File: config.mk
export PLATFORM = sky130hd
export DESIGN_NAME = demux_reg
export DESIGN_NICKNAME = d
export VERILOG_FILES = /design/src/rtl/demux_reg.sv
export SDC_FILE = /design/constraint.sdc
export NUM_CORES = 1
export LEC_CHECK = 0
export ABC_AREA = 1
export CELL_PAD_IN_SITES_DETAIL_PLACEMENT = 0
export CELL_PAD_IN_SITES_GLOBAL_PLACEMENT = 1
export CORE_UTILIZATION = 36
export CTS_BUF_LIST = sky130_fd_sc_hd__clkbuf_4 sky130_fd_sc_hd__clkbuf_8
export DETAILED_ROUTE_END_ITERATION = 7
export PLACE_DENSITY = 0.9
export SYNTH_ARGS = -nofsm -noshare
export SYNTH_HDL_FRONTEND = slang
export SYNTH_SLANG_ARGS = --single-unit
File: constraint.sdc
create_clock -name clk -period 1.9 [get_ports clk]
set_input_delay 0.38 -clock clk [delete_from_list [all_inputs] [get_ports clk]]
set_output_delay 0.38 -clock clk [all_outputs]
set_load 0.01 [all_outputs]
File: src/rtl/demux_reg.sv
// Registered 1-to-4 demultiplexer with valid/ready handshake and per-lane holding registers.
// Define DEMUX_AUTO_SEL_EN to fill lanes round-robin from an internal pointer instead of select.
module demux_reg #(
    parameter int WIDTH = 16
) (
    input  logic             clk,
    input  logic             rst_n,
    input  logic             in_valid,
    output logic             in_ready,
    input  logic [WIDTH-1:0] in_data,
    input  logic [1:0]       select,
    output logic [WIDTH-1:0] out_a,
    output logic [WIDTH-1:0] out_b,
    output logic [WIDTH-1:0] out_c,
    output logic [WIDTH-1:0] out_d,
    output logic [3:0]       out_valid,
    input  logic [3:0]       out_take,
    output logic [7:0]       xfer_count
);

    typedef enum logic {
        EMPTY = 1'b0,
        FULL  = 1'b1
    } lane_state_t;

    lane_state_t      lane_state [4];
    lane_state_t      lane_next  [4];
    logic [WIDTH-1:0] lane_data  [4];
    logic [1:0]       target;
    logic             accept;
    logic [3:0]       wr_en;

`ifdef DEMUX_AUTO_SEL_EN
    logic [1:0] ptr;

    // Pointer only moves on an accept, so a stalled lane holds the rotation in place.
    always_ff @(posedge clk or negedge rst_n) begin
        if (!rst_n) begin
            ptr <= 2'd0;
        end else if (accept) begin
            ptr <= ptr + 2'd1;
        end
    end

    assign target = ptr;
`else
    assign target = select;
`endif

    // A full lane being taken this cycle frees its slot in time for the incoming word.
    assign in_ready = ~out_valid[target] | out_take[target];
    assign accept   = in_valid & in_ready;

    always_comb begin
        // NOTE: every combinational output gets a default first so no path can infer a latch.
        wr_en = 4'b0000;
        for (int i = 0; i < 4; i++) begin
            lane_next[i] = lane_state[i];
            wr_en[i]     = accept && (target == 2'(i));
            case (lane_state[i])
                EMPTY: if (wr_en[i]) lane_next[i] = FULL;
                FULL:  if (!wr_en[i] && out_take[i]) lane_next[i] = EMPTY;
                default: lane_next[i] = EMPTY;
            endcase
        end
    end

    always_ff @(posedge clk or negedge rst_n) begin
        // NOTE: sequential state uses non-blocking assignments so every register samples pre-edge values.
        if (!rst_n) begin
            for (int i = 0; i < 4; i++) begin
                lane_state[i] <= EMPTY;
            end
        end else begin
            for (int i = 0; i < 4; i++) begin
                lane_state[i] <= lane_next[i];
            end
        end
    end

    // NOTE: the holding registers are reset as well, because downstream logic reads them as zero after reset.
    always_ff @(posedge clk or negedge rst_n) begin
        if (!rst_n) begin
            for (int i = 0; i < 4; i++) begin
                lane_data[i] <= '0;
            end
        end else begin
            for (int i = 0; i < 4; i++) begin
                if (wr_en[i]) begin
                    lane_data[i] <= in_data;
                end
            end
        end
    end

    always_ff @(posedge clk or negedge rst_n) begin
        if (!rst_n) begin
            xfer_count <= 8'd0;
        end else if (accept) begin
            xfer_count <= xfer_count + 8'd1;
        end
    end

    always_comb begin
        for (int i = 0; i < 4; i++) begin
            out_valid[i] = (lane_state[i] == FULL);
        end
    end

    assign out_a = lane_data[0];
    assign out_b = lane_data[1];
    assign out_c = lane_data[2];
    assign out_d = lane_data[3];

endmodule

==> impl_results.md <==
- Final cell count without fillers: 609
- Share of layout cells above drive strength 1: 12.4%
- Worst-skew pair later-pin latency: approximately 0.34 ns
- DRC: 0
- Starting Density: 38.0%
- Total power: 5010 uW
- Hold_sp: out_b[1]
- Power Density: 1040 nW/um2
- Crit path capture type: register
- Slew headroom: 68.3%
- Net Sw Power: 1570 uW
- H-tree levels: 3
- Sw frac: about a third
- Reg clk slew, reported paths: 0.08 ns
- Skew final: 0.00700 ns
- NumNets Final: 522
- Reg-to-reg endpoint: out_d[11]
- YS warnings: 0
- Worst setup SP type: input port
- Overflow after GRT: 0
- Final max-slew violation count: 0
- Most common cell in the netlist: nand2_1
- WL met3: around 580 um
- Die height: 98.9 um
- Static leakage: 0.00238 uW
- # diodes: 0
- First-pass GRT wire length: 15700 um
- Unique masters post-synth: 25
- Peak supply drop: 0.000398 V
- R2R cell count: 10
- Rows: 34
- Routed Antenna Nets: 0
- Post-synth top cells: 163 x nand2_1, 76 x dfrtp_1, 65 x nand4_1
- Slew @ Worst Pin: 0.475 ns
- Clock power share: 24.7%
- Fill cells: 801
- Maximum root-to-sink buffer count: 2
- Routed vias: 3093
- Syn avg cell area: approximately 8.9 um2
- Finish-stage setup viols: 0
- Final setup TNS: 0 ns
- Clk sinks: 76
- Cell area after synthesis: 3380 um2
- Placed inst area: 4610 um2
- Flop2flop setup slack: 0.21 ns
- Internal Power: around 3400 uW
- Reg power frac: 44.3%
- Leading area contributor after synthesis: dfrtp_1
- Via-to-Cell Ratio: 5.08
- Core box area: 8890 um2
- Dpl cells: 592
- Post-DP HPWL: 6950 um
- Pin count of the biggest net entering global routing: 43
- Largest fanout on the critical path: 19
- Vias in the first global route: 3141
- Worst Path Arrival: 2.02 ns
- Drt wl/cell: 15.8 um
- FF-to-FF Start: out_valid[3]
- Die extent in x: 98.9 um
- Wire length on met1: 4550 um
- Worst min path class: reg2reg
- Number of max-cap violations: 0
- CTS tree: yes
- Post-synth EDFFs: 0
- WP data required: 2.13 ns
- Final Instance Area: 4840 um2
- Syn nets: slightly above 400
- Met2 WL post-DR: 4450 um
- Async SR Flop Fraction: 100%
- Register bit count reported by yosys: 76
- RSZ-0062 raised after global routing: false
- Uppermost layer routed: met4
- Max Clock Freq: 560 MHz
- First drt pass iteration count: 4
- Share of the synthesized area in the top cell type: between 50% and 60%
- CP Class: in2reg
- Hold depth: 2
- CTS buffer count: 9
- Final wirelength: about 9600 um
- Port Buffer Count: 101
- Synth Instances: 378
- Status: finished clean
- Initial drt markers: 280
- Tcrit/Tclk final: 93.9%
- Area contributors post-synth: dfrtp_1 56%, nand2_1 18%, nand4_1 12%
- FF/Latch Area: 1900 um2
- Area of the multi-input gates: between 1000 and 1500 um2
- Top_reg_cell synth: dfrtp_1
- Die area: slightly below 10000 um2
- Placer Congestion: 0.862
- I/O pin cnt: 102
- Area Overhead vs Synth: 43.1%
- Sequential share of the synthesized area: 56.3%
- Global-route usage over all layers: between 20% and 30%
- Crit path time final: about 1.8 ns
- Hold endpoint: out_b[1]
- Final Hold Fails: 0
- Logic pwr share: a little under a third
- Root Driver: clkbuf_8
- Initial antenna violation count: 0
## repair_timing
action	in CTS	in global routing
hold buffers	1	0
buffers inserted	0	0
pin swaps	0	3
resized for setup	8	4
hold endpoints to repair	12	0
cloned	0	0
endpoints found under the setup margin	20	18
## critical path, cell delays in order
cell and delay [ns]:
clkdlybuf4s50_1 0.54, nand3_1 0.10, nand2_1 0.09, nor2_2 0.05, nand2_4 0.07, buf_6 0.19
buf_6 0.20, nand3_4 0.21, nand2_1 0.14, nand2_1 0.05
## cells in the final DEF (no fill, tap or decap), drive strengths merged, types with 3 or more instances in the layout
cell type,netlist,layout
nand4,65,65
clkinv,1,4
o21ai,7,7
inv,11,11
dfrtp,76,76
nand2,165,165
nand3,14,14
buf,17,34
xnor2,3,3
nor2,6,6
clkdlybuf4s50,0,96
clkbuf,9,10
## power by group through the flow
stage | combinational (uW) | sequential [uW] | clock (uW)
after floorplan | 476 | 2350 | 0
after global placement | 1520 | 2250 | 0
after detailed placement | 1550 | 2250 | 0
after CTS | 1560 | 2220 | 1280
after global routing | 1690 | 2270 | 1360
final | 1550 | 2220 | 1240
## registers in the layout, summed over array words and instances, names as in the netlist
| signal | count |
|---|---|
| out_a | 16 |
| out_b | 16 |
| out_c | 16 |
| out_d | 16 |
| xfer_count | 8 |
| out_valid | 4 |
## routing by layer
| metal | GRT usage, % | vias up |
|---|---|---|
| met4 | 6.54 | 0 |
| met1 | 29.0 | 1479 |
| met3 | 5.46 | 4 |
| met2 | 31.8 | 111 |
| met5 | 0 | - |
| li1 | - | 1499 |
## cells by family after synthesis
group                      after synthesis  synth area share [%]
and+or+nand+nor                        252                  35.4
buffers and inverters                   38                  5.92
xor gates and xnor gates                 4                  1.04
DFF                                     76                  56.3
adders and majority gates                1                 0.370
AOI/OAI and AO/OA                        7                  1.04
## per-stage QoR
stage          hold WS [ns]  utilization, %  setup slack (ns)
4_1_cts               0.473            54.3            0.0129
3_3_place_gp          0.368            51.8            -0.400
3_5_place_dp          0.374            51.8            -0.452
2_1_floorplan        0.0844               -             0.328
6_report              0.478            54.4             0.116
5_1_grt               0.498            54.4            0.0234
## worst max path at each step
stage	start	to	slack, ns	cells after the start
floorplan	select[1]	in_ready	0.33	8
global placement	select[0]	in_ready	-0.40	8
detailed placement	select[0]	out_d[11]	-0.45	11
CTS	select[1]	in_ready	0.01	8
global route	out_take[3]	out_d[7]	0.02	10
finish	out_take[3]	out_d[11]	0.12	10
## final cells by class
type / count / share of cell area (%)
Multi-Input combinational cell: 264 / 26.4
Sequential cell: 76 / 39.3
Timing Repair Buffer: 133 / 26.4
Clock inverter: 6 / 1.32
Clock buffer: 10 / 2.85
Tap cell: 108 / 2.79
Inverter: 12 / 0.931
Power figures use the tool's default switching activity.
